**config.mk**
```make
export PLATFORM = sky130hd
export DESIGN_NAME = regfile_wb_arbiter
export DESIGN_NICKNAME = d
export VERILOG_FILES = /design/src/rtl/regfile_wb_pkg.sv /design/src/rtl/regfile_wb_arbiter_fifo.sv /design/src/rtl/regfile_wb_arbiter.sv
export SDC_FILE = /design/constraint.sdc
export NUM_CORES = 1
export LEC_CHECK = 0
export BUFFER_PORTS_ARGS = -buffer_cell sky130_fd_sc_hd__clkbuf_2
export CAP_MARGIN = 10
export CORE_UTILIZATION = 59
export DETAILED_ROUTE_END_ITERATION = 8
export PLACE_DENSITY = 0.92
export SYNTH_ARGS = -nofsm -noshare
export SYNTH_HDL_FRONTEND = slang
export SYNTH_SLANG_ARGS = --single-unit
```
**constraint.sdc**
```tcl
create_clock -name clk -period 7.3 [get_ports clk]
set_input_delay 0.365 -clock clk [delete_from_list [all_inputs] [get_ports clk]]
set_output_delay 0.365 -clock clk [all_outputs]
set_load 0.02 [all_outputs]
```
**src/rtl/regfile_wb_pkg.sv**
```systemverilog
// Shared types for the register-file writeback arbiter.
// DATA_W / ADDR_W are the default write-port widths; wb_req_t is the entry
// stored in each source FIFO. The top's width parameters must match these.
package regfile_wb_pkg;
    localparam int DATA_W  = 32;
    localparam int ADDR_W  = 4;
    localparam int NUM_SRC = 2;

    typedef struct packed {
        logic [ADDR_W-1:0] addr;
        logic [DATA_W-1:0] data;
    } wb_req_t;
endpackage

```
**src/rtl/regfile_wb_arbiter_fifo.sv**
```systemverilog
// wb_fifo: synchronous FIFO of wb_req_t for one writeback source.
// Ports: clk, rst (sync, active high), push/push_data, pop, head,
//        full, empty, entry_valid (per slot), entry_addr (per slot address).
// Pointers carry one extra wrap bit so full and empty are distinguishable.
// The caller only pops when not empty; a push while full is dropped.
module wb_fifo
    import regfile_wb_pkg::*;
#(
    parameter int DEPTH = 2
) (
    input  logic                          clk,
    input  logic                          rst,
    input  logic                          push,
    input  wb_req_t                       push_data,
    input  logic                          pop,
    output wb_req_t                       head,
    output logic                          full,
    output logic                          empty,
    output logic [DEPTH-1:0]              entry_valid,
    output logic [DEPTH-1:0][ADDR_W-1:0]  entry_addr
);
    localparam int PTR_W = $clog2(DEPTH);

    wb_req_t          mem [DEPTH];
    logic [PTR_W:0]   wr_ptr;
    logic [PTR_W:0]   rd_ptr;
    logic [PTR_W:0]   count;
    logic             push_en;

    assign count   = wr_ptr - rd_ptr;
    assign empty   = (wr_ptr == rd_ptr);
    assign full    = (count == (PTR_W+1)'(DEPTH));
    assign push_en = push && !full;
    assign head    = mem[rd_ptr[PTR_W-1:0]];

    always_ff @(posedge clk) begin
        if (rst) begin
            wr_ptr <= '0;
            rd_ptr <= '0;
        end else begin
            if (push_en) wr_ptr <= wr_ptr + 1'b1;
            if (pop)     rd_ptr <= rd_ptr + 1'b1;
        end
    end

    // Storage needs no reset: slots are only observed while marked valid.
    always_ff @(posedge clk) begin
        if (!rst && push_en) mem[wr_ptr[PTR_W-1:0]] <= push_data;
    end

    // A slot is live when its distance from the read pointer is below count.
    always_comb begin
        logic [PTR_W-1:0] offs;
        offs        = '0;
        entry_valid = '0;
        entry_addr  = '0;
        for (int k = 0; k < DEPTH; k++) begin
            offs           = PTR_W'(k) - rd_ptr[PTR_W-1:0];
            entry_valid[k] = ({1'b0, offs} < count);
            entry_addr[k]  = mem[k].addr;
        end
    end
endmodule

```
**src/rtl/regfile_wb_arbiter.sv**
```systemverilog
// regfile_wb_arbiter: shares the register file write port (we3/wa3/wd3)
// between the vector ALU (source 0) and the load unit (source 1).
// Ports: clk, rst (sync, active high), s_valid/s_ready/s_addr/s_data per
//        source (flat, source i at slice i), we3/wa3/wd3 registered write
//        stage, pending (one bit per register with a queued or staged write),
//        conflict_cnt (only when WB_CONFLICT_CNT_EN is defined).
// Round robin only advances on contention, so a lone source never moves it.
module regfile_wb_arbiter #(
    parameter int DATA_W     = regfile_wb_pkg::DATA_W,
    parameter int ADDR_W     = regfile_wb_pkg::ADDR_W,
    parameter int FIFO_DEPTH = 2
) (
    input  logic                  clk,
    input  logic                  rst,
    input  logic [1:0]            s_valid,
    output logic [1:0]            s_ready,
    input  logic [2*ADDR_W-1:0]   s_addr,
    input  logic [2*DATA_W-1:0]   s_data,
    output logic                  we3,
    output logic [ADDR_W-1:0]     wa3,
    output logic [DATA_W-1:0]     wd3,
    output logic [2**ADDR_W-1:0]  pending
`ifdef WB_CONFLICT_CNT_EN
   ,output logic [15:0]           conflict_cnt
`endif
);
    import regfile_wb_pkg::*;

    wb_req_t                             req   [NUM_SRC];
    wb_req_t                             head  [NUM_SRC];
    logic [FIFO_DEPTH-1:0]               ev    [NUM_SRC];
    logic [FIFO_DEPTH-1:0][ADDR_W-1:0]   ea    [NUM_SRC];
    logic [NUM_SRC-1:0]                  full;
    logic [NUM_SRC-1:0]                  empty;
    logic [NUM_SRC-1:0]                  pop;
    logic [NUM_SRC-1:0]                  head_valid;
    logic                                gnt_valid;
    logic                                gnt_idx;
    logic                                contended;
    logic                                rr_ptr;

    for (genvar i = 0; i < NUM_SRC; i++) begin : g_src
        assign req[i] = {s_addr[i*ADDR_W +: ADDR_W], s_data[i*DATA_W +: DATA_W]};

        wb_fifo #(.DEPTH(FIFO_DEPTH)) u_fifo (
            .clk         (clk),
            .rst         (rst),
            .push        (s_valid[i]),
            .push_data   (req[i]),
            .pop         (pop[i]),
            .head        (head[i]),
            .full        (full[i]),
            .empty       (empty[i]),
            .entry_valid (ev[i]),
            .entry_addr  (ea[i])
        );
    end

    assign s_ready    = ~full;
    assign head_valid = ~empty;

    always_comb begin
        gnt_valid = |head_valid;
        contended = &head_valid;
        gnt_idx   = 1'b0;
        if (contended)          gnt_idx = rr_ptr;
        else if (head_valid[1]) gnt_idx = 1'b1;
        pop = '0;
        if (gnt_valid) pop[gnt_idx] = 1'b1;
    end

    always_ff @(posedge clk) begin
        if (rst) begin
            rr_ptr <= 1'b0;
            we3    <= 1'b0;
            wa3    <= '0;
            wd3    <= '0;
        end else begin
            if (contended) rr_ptr <= ~gnt_idx;
            we3 <= gnt_valid;
            if (gnt_valid) begin
                wa3 <= head[gnt_idx].addr;
                wd3 <= head[gnt_idx].data;
            end
        end
    end

    always_comb begin
        pending = '0;
        for (int i = 0; i < NUM_SRC; i++) begin
            for (int k = 0; k < FIFO_DEPTH; k++) begin
                if (ev[i][k]) pending[ea[i][k]] = 1'b1;
            end
        end
        if (we3) pending[wa3] = 1'b1;
    end

`ifdef WB_CONFLICT_CNT_EN
    always_ff @(posedge clk) begin
        if (rst)                                    conflict_cnt <= '0;
        else if (contended && conflict_cnt != 16'hFFFF) conflict_cnt <= conflict_cnt + 1'b1;
    end
`endif
endmodule

```
# == Word-level counts from Yosys, hierarchy flattened ==
# Memories as Yosys holds them, arrays and structs flattened. A register that Yosys moved wholly into a read port is not among the register bits.
# Cells that the tools add are included.
# classes
reduce_logical,15
eq_ne,4
n_lt_le_gt_ge,17
add_sub_neg,10
bitwise_logic,8
muxes,31
# ops
op,n
two-way mux 36 bit,3
two-way mux 16 bit,5
OR 16 bit,4
less-than comparator 4 x 5 -> 1 bit (second input constant),5
demux 1 bit (select 4 bit),5
>= comparator 4 x 1 -> 1 bit (second input constant),5
two-way mux 1 bit,16
logical AND 1 bit,10
adder 2 x 1 -> 2 bit (second input constant),4
less-than comparator 1 x 2 -> 1 bit,4
== test 2 bit,2
== test 2 bit (second input constant),2
inverter 2 bit,2
subtractor 1 bit (first input constant),4
subtractor 2 bit,2
logical NOT 1 bit,3
>= comparator 2 bit (second input constant),1
less-than comparator 1 x 2 -> 1 bit (second input constant),1
two-way mux 2 bit,1
inverter 1 -> 2 bit,1
AND reduction 2 bit,1
OR reduction 2 bit,1
demux 1 bit (select 1 bit),1
>= comparator 1 bit (second input constant),1
inverter 1 bit,1
# totals
memories,2
out_inout_bits,55
in_bits,76
mem_bits_rw,144
word_cells,95
ff_bits,46
# mem_list
name,depth,word_bits,rd,rd_ports_with_merged_regs,wr,line_no,rtl
g_src[0].u_fifo.mem,2,36,3,1,1,regfile_wb_arbiter_fifo.sv:24,wb_req_t mem [DEPTH];
g_src[1].u_fifo.mem,2,36,3,1,1,regfile_wb_arbiter_fifo.sv:24,

# == Logic depth before layout (Yosys ltp) ==
# Gate-level depths: netlist (run 1).
# depth
depth_word,13
depth_mapped,8
mapped_depth_nobuf,8

# == By module ==
# Synthesis (run 1) repeated with hierarchy kept, for this count alone.
# hier_totals
cells_unflattened,568
area_unflattened_um2,8291.7
# modules_own_cells
module,n_inst,cells_each,seq_area_each_um2,area_each_um2
wb_fifo,2,157,2262.2,2985.4
regfile_wb_arbiter,1,254,760.7,2321.0

# == Worst setup path after synthesis (run 1) ==
# No wires, ideal clock.
# synth_timing
path_type,register to register
startpoint,register g_src[1].u_fifo.wr_ptr[0]
endpoint,memory g_src[1].u_fifo.mem[0][0] in the netlist's numbering (enable)
path_stages_with_launch,8
arrival_ns,3.716
path_slack_ns,3.110
t_required_ns,6.826
cell_sequence,dfxtp_1 inv_1 ha_1 inv_1 ha_1 nand2_1 nand2_1 nor3_1
# synth_between
elab_chain_len,7
# synth_lines
item,line_no,rtl
"start, declared",regfile_wb_arbiter_fifo.sv:25,logic [PTR_W:0] wr_ptr;
"start signal, assigned",regfile_wb_arbiter_fifo.sv:41,if (push_en) wr_ptr <= wr_ptr + 1'b1;
subtractor 2 bit,regfile_wb_arbiter_fifo.sv:30,assign count = wr_ptr - rd_ptr;
== test 2 bit,regfile_wb_arbiter_fifo.sv:32,assign full = (count == (PTR_W+1)'(DEPTH));
logical NOT 1 bit,regfile_wb_arbiter_fifo.sv:33,assign push_en = push && !full;
logical AND 1 bit,regfile_wb_arbiter_fifo.sv:33,
logical AND 1 bit,regfile_wb_arbiter_fifo.sv:48,if (!rst && push_en) mem[wr_ptr[PTR_W-1:0]] <= push_data;
two-way mux 1 bit,regfile_wb_arbiter_fifo.sv:48,
two-way mux 1 bit (implied by the code),regfile_wb_arbiter_fifo.sv:48,
"end, declared",regfile_wb_arbiter_fifo.sv:24,
# Parallel ways exist; a longest one is shown, timed or not.

# == Final worst setup path (run 1) ==
# layout_timing
startpoint,register g_src[0].u_fifo.wr_ptr[0]
endpoint,output pending[13]
# layout_between
elab_chain_len,11
elab_cells_between_ends,12
cone_classes,add/sub: 1; order compare: 2; mux: 5; bitwise: 4
# layout_lines
item,line_no,rtl
"start, declared",regfile_wb_arbiter_fifo.sv:25,
"start signal, assigned",regfile_wb_arbiter_fifo.sv:41,
subtractor 2 bit *,regfile_wb_arbiter_fifo.sv:30,
less-than comparator 1 x 2 -> 1 bit,regfile_wb_arbiter_fifo.sv:59,"entry_valid[k] = ({1'b0, offs} < count);"
two-way mux 16 bit,regfile_wb_arbiter.sv:92,if (ev[i][k]) pending[ea[i][k]] = 1'b1;
OR 16 bit (no source line),-,
two-way mux 16 bit *,regfile_wb_arbiter.sv:92,
OR 16 bit (no source line),-,
two-way mux 16 bit *,regfile_wb_arbiter.sv:92,
OR 16 bit (no source line),-,
two-way mux 16 bit *,regfile_wb_arbiter.sv:92,
OR 16 bit (no source line),-,
two-way mux 16 bit *,regfile_wb_arbiter.sv:95,if (we3) pending[wa3] = 1'b1;
"end, declared",regfile_wb_arbiter.sv:22,output logic [2**ADDR_W-1:0] pending
# Mark *: on every way between the ends. The rest lies on a longest branch, timed or not.

==> results by stage, run 1 <==
Floorplanning:
- The initial core utilization is 61.7%.
- The I/O pin count is 131.
- The floorplan has 41 rows.
- The die is 118 um wide.
- The vertical die dimension is approximately 120 um.
- The floorplan die area is around 14000 sq um.
- The floorplan step defined a core boundary enclosing 12800 sq um.

Logic synthesis:
- The total of flip-flops plus latches after synthesis is 192.
- The count of flip-flops with a built-in enable after synthesis is 144.
- In the synthesized netlist, the number of instances is 553.
- The post-synthesis cell type count is 45.
- Ranked by total cell area, the synthesized netlist is headed by edfxtp_1 (55%), dfxtp_1 (12%), mux2i_1 (9.0%), o221ai_2 (4.7%), nand2_1 (2.5%).
- The post-synthesis instance area is 7910 sq um.
- Averaged over all synthesized cells, the footprint is 14.3 sq um.
- After synthesis, the most frequently instantiated cells are edfxtp_1 (144), mux2i_1 (71), nand2_1 (52).
- The post-synthesis sequential area ratio is 66.8%.
- The cell type with the largest total area after synthesis is edfxtp_1.
- Summed over its instances, the top area cell type makes up 54.6% of the synthesized netlist area.
- In the synthesized netlist the async set-or-reset flop fraction comes to 0%.
- The dominant cell by count in the synthesized netlist is edfxtp_1.
- For this run, the leading register cell type out of synthesis is edfxtp_1.
- For this run, the number of Yosys warnings is 0.
- The number of nets handed over by synthesis was 635.

Global route:
- The number of global-route vias before repair is around 5300.
- Global routing used 26.2% of the available tracks.
- After global routing the overflow that remains totals 0.
- The pin count of the biggest net entering global routing is 38.
- The global-route wire length before repair is about 27000 um.
- The initial antenna violation count is 0.

CTS:
- Clock tree synthesis inserted a total of 17 buffers.
- CTS saw between 150 and 200 sinks.
- TritonCTS built the clock tree.
- Clock-pin slew was measured on the worst setup and hold paths at 0.06 ns.
- The H-tree generated during clock tree synthesis spans 4 levels.
- The longest clock path from root to sink contains 2 buffers.
- The number of setup buffers added after CTS is 0.
- The number of gates resized after CTS was 0.
- The cell sitting at the root of the clock tree is a clkbuf_16.
- The worst-skew pair later-pin latency is 0.43 ns.
- The number of buffers added to fix hold violations after cts is 0.

Flow run:
- Max-cap violations in this run came to 0.

Run status:
- The run finished with clean final reports.

Placed design:
- The number of buffers inserted by port buffering is 130.
- Counting tap cells, the placed design contains a total of 827 instances.
- Routability-driven placement finished with a final weighted congestion of 0.958.
- The detailed placer's ending HPWL is approximately 11000 um.
- Prior to clock tree synthesis, the placed netlist has a worst setup slack of 4.83 ns.

Worst setup path:
- The critical path goes through inv_1 -> ha_1 -> inv_1 -> ha_1 -> nand3b_1 -> nor3b_1 -> nor3_1 -> o221ai_1 -> clkbuf_2.
- The largest single stage delay on the critical path is approximately 0.39 ns.
- The data arrival time of the worst path is 2.56 ns.
- At the worst endpoint, the required time is around 6.9 ns.
- The critical path's slowest cell is dfxtp_1.
- The capturing element type of the critical path is an output port.
- The highest net fanout along the worst path is 5.
- The critical path contains buffers and inverters numbering 3 combined.
- Broken down by cell family, the worst path's largest delay share belongs to simple AND/OR/NAND/NOR gates.
- The worst setup path is of the register to output port kind.
- The startpoint kind of the worst setup timing path is a register.

Route:
- The number of nets with antenna violations after detailed routing is 0.
- The total number of vias is approximately 5300.
- The total detailed-routing wirelength is 17700 um.
- The detailed-route vias per instance is 6.13.
- The met1 routed wirelength after detailed routing is 7140 um.
- Detailed routing placed a total of 1390 um of wire on met3.
- The routed length per instance is 20.7 um.
- The top routing layer in use is met4.
- Wire segments on met2 add up to roughly 8800 um in the final route.
- The post-detailed-route DRC marker count is 0.
- The detailed-routing iteration count for the pre-antenna-repair pass is 5.
- In this run, the number of DRC markers left after iteration 0 of detailed routing was around 450.

Timing:
- The total count of max-transition violations in the final report is 0.
- The worst path setup slack after routing is 4.38 ns.
- The final period demand of the worst path is approximately 3 ns.
- For this run, the top clock speed supported by timing is 342 MHz.
- For the pin with the worst max-slew slack, the measured transition is 1.25 ns.
- Setup violations remaining at the end of the flow were counted as 0.
- Adding up every negative setup slack in the final design gives 0 ns.
- In the finished design, the share of the clock period the worst path needs comes to about two fifths.
- The hold violation count in the final report is 0.
- The worst-case headroom to the max-slew limit is 16.8%.
- Setup repair after global routing left no endpoint under its margin.
- The final setup skew is 0.00573 ns.

Min path:
- In this run the worst hold path is classified as primary input to register.

Power and ir drop:
- The maximum VDD drop is 0.251 mV.
- The design draws 3640 uW.
- The leakage power total is 0.00329 uW.
- The power per cell area is 394 nW/um^2.

Layout:
- The count of cells in the finished layout, fillers not included, comes to 859.
- The fraction of layout instances using a drive strength above 1 is 29.5%.
- Relative to the synthesized area, the layout overhead comes to 16.8%.
- The number of antenna diodes in the final layout is 0.
- The number of nets in the layout is 756.
- The number of inserted filler cells in the final layout is 841.
- The core utilization of the finished layout is 72.0%.
[worst register-to-register path: cells and delay by family (launching register included)]
kind / cells / cell delay [ns]
buffers and inverters: 1 / 0.09
and+or+nand+nor: 1 / 0.91
DFF: 1 / 0.37
adders and majority gates: 1 / 0.34
AOI/OAI and AO/OA: 2 / 0.56
[layer usage]
layer,track usage [%],vias up
met5,0,-
met4,10.9,0
met3,7.27,41
met2,43.3,271
met1,32.6,2557
li1,-,2393
[cell type report]
cell class / count / area (sq um) / area share [%]
flip-flops and latches: 192 / 5290 / 57.2
multi-input cells: 319 / 2450 / 26.6
repair buffers: 136 / 696 / 7.53
clock buffers: 22 / 444 / 4.81
well taps: 172 / 215 / 2.33
clock inverters: 10 / 113 / 1.22
inverters: 8 / 30.0 / 0.325
[report_power, final]
part           switching, uW  internal (uW)  total, uW
clock                    377            503        880
combinational            765            438       1200
sequential               153           1410       1560
[final timing paths]
path                                                             start                                    to  slack (ns)  cells after the start
worst max-delay path            g_src[0].u_fifo.wr_ptr[0]$_SDFFE_PP0P_                           pending[13]        4.38                      9
worst min-delay path                                        s_data[19]  g_src[0].u_fifo.mem[1][19]$_DFFE_PP_        0.12                      1
worst max register to register  g_src[0].u_fifo.rd_ptr[0]$_SDFFE_PP0P_                  wd3[31]$_SDFFE_PP0N_        4.85                      5
worst min register to register                    wd3[25]$_SDFFE_PP0N_                  wd3[25]$_SDFFE_PP0N_        0.47                      2
[logic make-up (layout without fill, tap and decap cells)]
logic type	count (synthesis)	in the layout	share of synthesized area [%]
mux	75	75	9.55
xor+xnor	6	6	0.664
simple gates	147	147	9.19
fa+ha+maj	6	6	0.949
flops	192	192	66.8
buf+inv	42	176	2.48
compound gates	85	85	10.4
[cells in the final DEF, fill, tap and decap left out, types with 3 or more instances in the layout]
master / Yosys / final
nor2b_1: 9 / 9
o221ai_1: 18 / 18
o22ai_1: 4 / 4
nor2_1: 24 / 24
nand3_1: 8 / 8
edfxtp_1: 144 / 144
nor3_1: 17 / 13
nand2b_1: 7 / 7
xnor2_1: 4 / 4
mux2_2: 4 / 4
a31oi_1: 5 / 5
clkinvlp_4: 0 / 3
mux2i_1: 71 / 71
nor3b_1: 8 / 8
ha_1: 6 / 6
o221ai_2: 25 / 25
buf_4: 0 / 6
o211ai_1: 3 / 3
dfxtp_1: 48 / 46
nand3b_1: 5 / 5
or3b_2: 3 / 3
a22oi_1: 5 / 5
nand2_1: 52 / 52
nand4_1: 3 / 3
nor3_2: 0 / 4
clkbuf_1: 23 / 5
clkbuf_2: 0 / 130
clkbuf_16: 0 / 17
o21ai_0: 4 / 4
a21oi_1: 9 / 9
inv_1: 8 / 8
[sequential cells by signal (all words and copies together) (netlist names), named ones only]
signal,count
wd3,32
g_src.u_fifo.rd_ptr,4
we3,1
g_src.u_fifo.wr_ptr,4
g_src.u_fifo.mem,144
rr_ptr,1
wa3,4
[metrics by stage]
stage	cell area (sq um)	hold slack [ns]
2_1_floorplan	7910	0.464
3_3_place_gp	8680	0.449
3_5_place_dp	8680	0.447
4_1_cts	9240	0.108
5_1_grt	9240	0.105
6_report	9240	0.121
(Power assumes the default switching activity.)
==> inputs of run 2 (changes only) <==
CORE_UTILIZATION = 51   (was 59)
PLACE_DENSITY = 0.85   (was 0.92)
clock period = 2.35 ns   (was 7.3 ns; I/O delays follow)
==> run 2 against run 1 <==
  * Sequential power increased to 3.1 times the previous value
  * Sequential cell count unchanged
  * Clock skew increased by 0.0044 ns
  * Power increased to 3.4 times the previous value
  * Via count increased by 9.2%
  * Largest power group unchanged
  * Die area increased by 15%
  * Setup slack got worse by 4.3 ns
  * Highest routed layer unchanged
  * Largest cell class unchanged
  * Wire length increased by 21%
  * Clock power increased to 3.3 times the previous value
==> results by stage, run 2 (synthesis gave the netlist of run 1 again) <==
Layout:
- The sequential cell area is 5300 sq um (+0.26%).
- The fraction of layout instances using a drive strength above 1 came to 33.4% (+3.9 points).
- The top cell types in the final layout, fill and taps aside, are edfxtp_1 (144), clkbuf_2 (123), dlygate4sd3_1 (72), mux2i_1 (71), nand2_1 (48).
- The finished layout cell area came to 10500 sq um (+13%).
- The multi-input combinational cell area is 2650 sq um (+8.1%).
- The layout-stage area growth over the synthesis result is 32.4%.
- The filler-free cell count of the finished design came to 972 (+13%).
- The number of nets in the layout is 853 (+13%).
- The number of inserted filler cells in the final layout came to 1015 (+21%).
- The flip-flop count of the largest register after layout is 144 (unchanged).
- Leaving out fill and tap cells, the most frequent cell in the layout is edfxtp_1.
- The number of inserted diodes is 0 (unchanged).

Timing:
- The final critical path takes up 97.5% of the cycle.
- The clock period could shrink to 2.29 ns.
- The worst hold slack was 0.0820 ns (-0.0391 ns).
- Static timing analysis puts the maximum clock frequency at 436 MHz.
- The final setup skew is 0.0101 ns (+0.00437 ns).
- Setup repair after global routing could not meet its margin everywhere.
- The total count of max-transition violations in the final report came to 0 (unchanged).
- The hold violation count in the final report is 0 (unchanged).
- The worst-case headroom to the max-slew limit is 62.0% (+45 points).
- The slew of the pin with the lowest slew margin came to 0.570 ns (-0.679 ns).
- The setup violation total in the final timing report is 0 (unchanged).
- The accumulated negative setup slack is 0 ns (unchanged).

Route:
- The routed length per instance is 22.0 um (+6.7%).
- The number of nets with antenna violations after detailed routing is 0 (unchanged).
- The total number of vias is 5745 (+9.2%).
- The total detailed-routing wirelength is 21400 um (+21%).
- The violation count after the first detailed-routing iteration is 384 (-14%).
- The detailed-route vias per instance is 5.91 (-3.5%).
- The detailed-routing iteration count for the pre-antenna-repair pass came to 6 (+1).
- The post-detailed-route DRC marker count is 0 (unchanged).

Run status:
- The run finished with clean final reports.

Worst setup path:
- The worst setup path is captured at an output port.
- The required time of the critical path is 2.23 ns (-4.70 ns).
- The startpoint kind of the worst setup timing path is a register.
- The type of the setup path with the least slack is register to output port.
- The data arrival time of the worst path came to 2.17 ns (-0.39 ns).
- The highest net fanout along the worst path is 4 (-1).

CTS:
- The worst-case clock buffer depth is 2 (unchanged).
- The clock root buffer is clkbuf_16.
- The TritonCTS clock tree is yes.
- The maximum level of the CTS H-tree is 4 (unchanged).
- The clock sink total is 192 (unchanged).
- The worst-skew pair later-pin latency came to 0.43 ns (about the same).
- The total CTS buffers is 17 (unchanged).
- The clock-pin transition on the worst setup and hold timing paths is 0.06 ns (about the same).

Placed design:
- The detailed placer's ending HPWL came to 13000 um (+13%).
- The number of buffers inserted by port buffering is 130 (unchanged).
- The number of cells in the design after placement is 856 (+3.5%).
- The standard cell area after detailed placement was 8980 sq um (+3.5%).
- The placer's final routability congestion estimate is 0.887 (-7.4%).

Power and ir drop:
- The combinational share of power is 37.5% (+4.5 points).
- The internal cell power is 7960 uW (+240%).
- The leakage power total is 0.00382 uW (+16%).
- The total net switching power is 4430 uW (+240%).
- The sequential fraction of design power is 39.3% (-3.5 points).
- The part of the power in the clock network was 23.1% (-1.0 points).
- The net switching fraction of the power is 35.8% (+0.23 points).
- The maximum VDD drop was 0.798 mV (+220%).
- The power per cell area is 1180 nW/um^2 (+200%).

Global route:
- The global-route usage over all layers is 27.9% (+1.6 points).
- The number of global-route vias before repair was 6212 (+17%).
- The initial antenna violation count is 0 (unchanged).
- The global-route wire length before repair was 33000 um (+20%).
- The remaining global-route overflow is 0 (unchanged).
- The pin count of the biggest net entering global routing is 36 (-5.3%).

Min path:
- In this run the worst hold path is classified as primary input to register.

Floorplanning:
- The core area came to 15100 sq um (+18%).
- The vertical die dimension is 127 um (+7.4%).
- The number of core rows is 45 (+9.8%).
- The I/O pin count came to 131 (unchanged).
- The initial core utilization came to 52.2% (-9.5 points).
- The floorplan die area was 16000 sq um (+15%).
- The x dimension of the die came to 127 um (+7.4%).

Flow run:
- The max-cap violation count came to 0 (unchanged).
-- run 2: cell count changes in the layout (fill, tap and decap cells not counted), sizes merged --
cell / before / now
inv: 9 / 10
dlygate4sd3: 0 / 72
clkinvlp: 3 / 1
clkbuf: 152 / 149
buf: 6 / 37
clkinv: 4 / 2
-- run 2: final timing paths --
path / startpoint / end / slack, ns / cells after the start
worst min-delay path: s_valid[0] / g_src[0].u_fifo.wr_ptr[1]$_SDFFE_PP0P_ / 0.08 / 4
worst max-delay path: g_src[0].u_fifo.wr_ptr[0]$_SDFFE_PP0P_ / pending[7] / 0.06 / 9
worst min register to register: wd3[2]$_SDFFE_PP0N_ / wd3[2]$_SDFFE_PP0N_ / 0.47 / 2
worst max register to register: g_src[1].u_fifo.rd_ptr[0]$_SDFFE_PP0P_ / wd3[0]$_SDFFE_PP0N_ / 0.24 / 6
-- run 2: timing repair --
action | 4_1_cts | 5_1_grt
cloned | 0 | 0
resized for setup | 9 | 27
hold buffers | 72 | 0
hold endpoints to repair | 144 | 0
pin swaps | 7 | 9
setup endpoints to repair | 11 | 14
buffers inserted | 6 | 6
-- run 2: through the flow --
| step | util (%) | total power, uW | worst slack (ns) |
|---|---|---|---|
| floorplan | - | 7790 | -0.0179 |
| global placement | 59.3 | 8940 | 0.259 |
| detailed placement | 59.3 | 9120 | 0.213 |
| CTS | 68.4 | 12200 | 0.0108 |
| global route | 69.2 | 12900 | -0.0344 |
| finish | 69.2 | 12400 | 0.0587 |
-- run 2: area by class of cell --
cell class / count / area share [%]
flip-flops and latches: 192 / 50.6
multi-input cells: 319 / 25.3
clock inverters: 7 / 0.943
repair buffers: 233 / 15.9
clock buffers: 25 / 4.63
inverters: 8 / 0.382
well taps: 188 / 2.24
-- run 2: power by group through the flow --
stage,clock network [uW],logic [uW],registers (uW)
after floorplan,0,2840,4950
after global placement,0,4070,4870
after detailed placement,0,4220,4900
after CTS,2870,4460,4840
after global routing,3030,4970,4930
final,2870,4650,4870
-- run 2: critical path, cell delays in order (launching register included) --
cell      delay, ns
dfxtp_4        0.35
inv_4          0.06
ha_4           0.11
inv_2          0.04
ha_4           0.27
nor2_2         0.04
or3b_4         0.40
o22a_1         0.22
nand4_1        0.09
clkbuf_8       0.15
-- run 2: metal layers --
metal  part of all wire [%]  GRT usage, %  vias to the layer above  wire length, um
met3                    6.0          6.58                       54             1290
met1                     40          32.4                     2831             8490
met4                    2.5          11.1                        0              544
li1                       -             -                     2588                -
met5                      0             0                        -                0
met2                     52          49.8                      272            11100
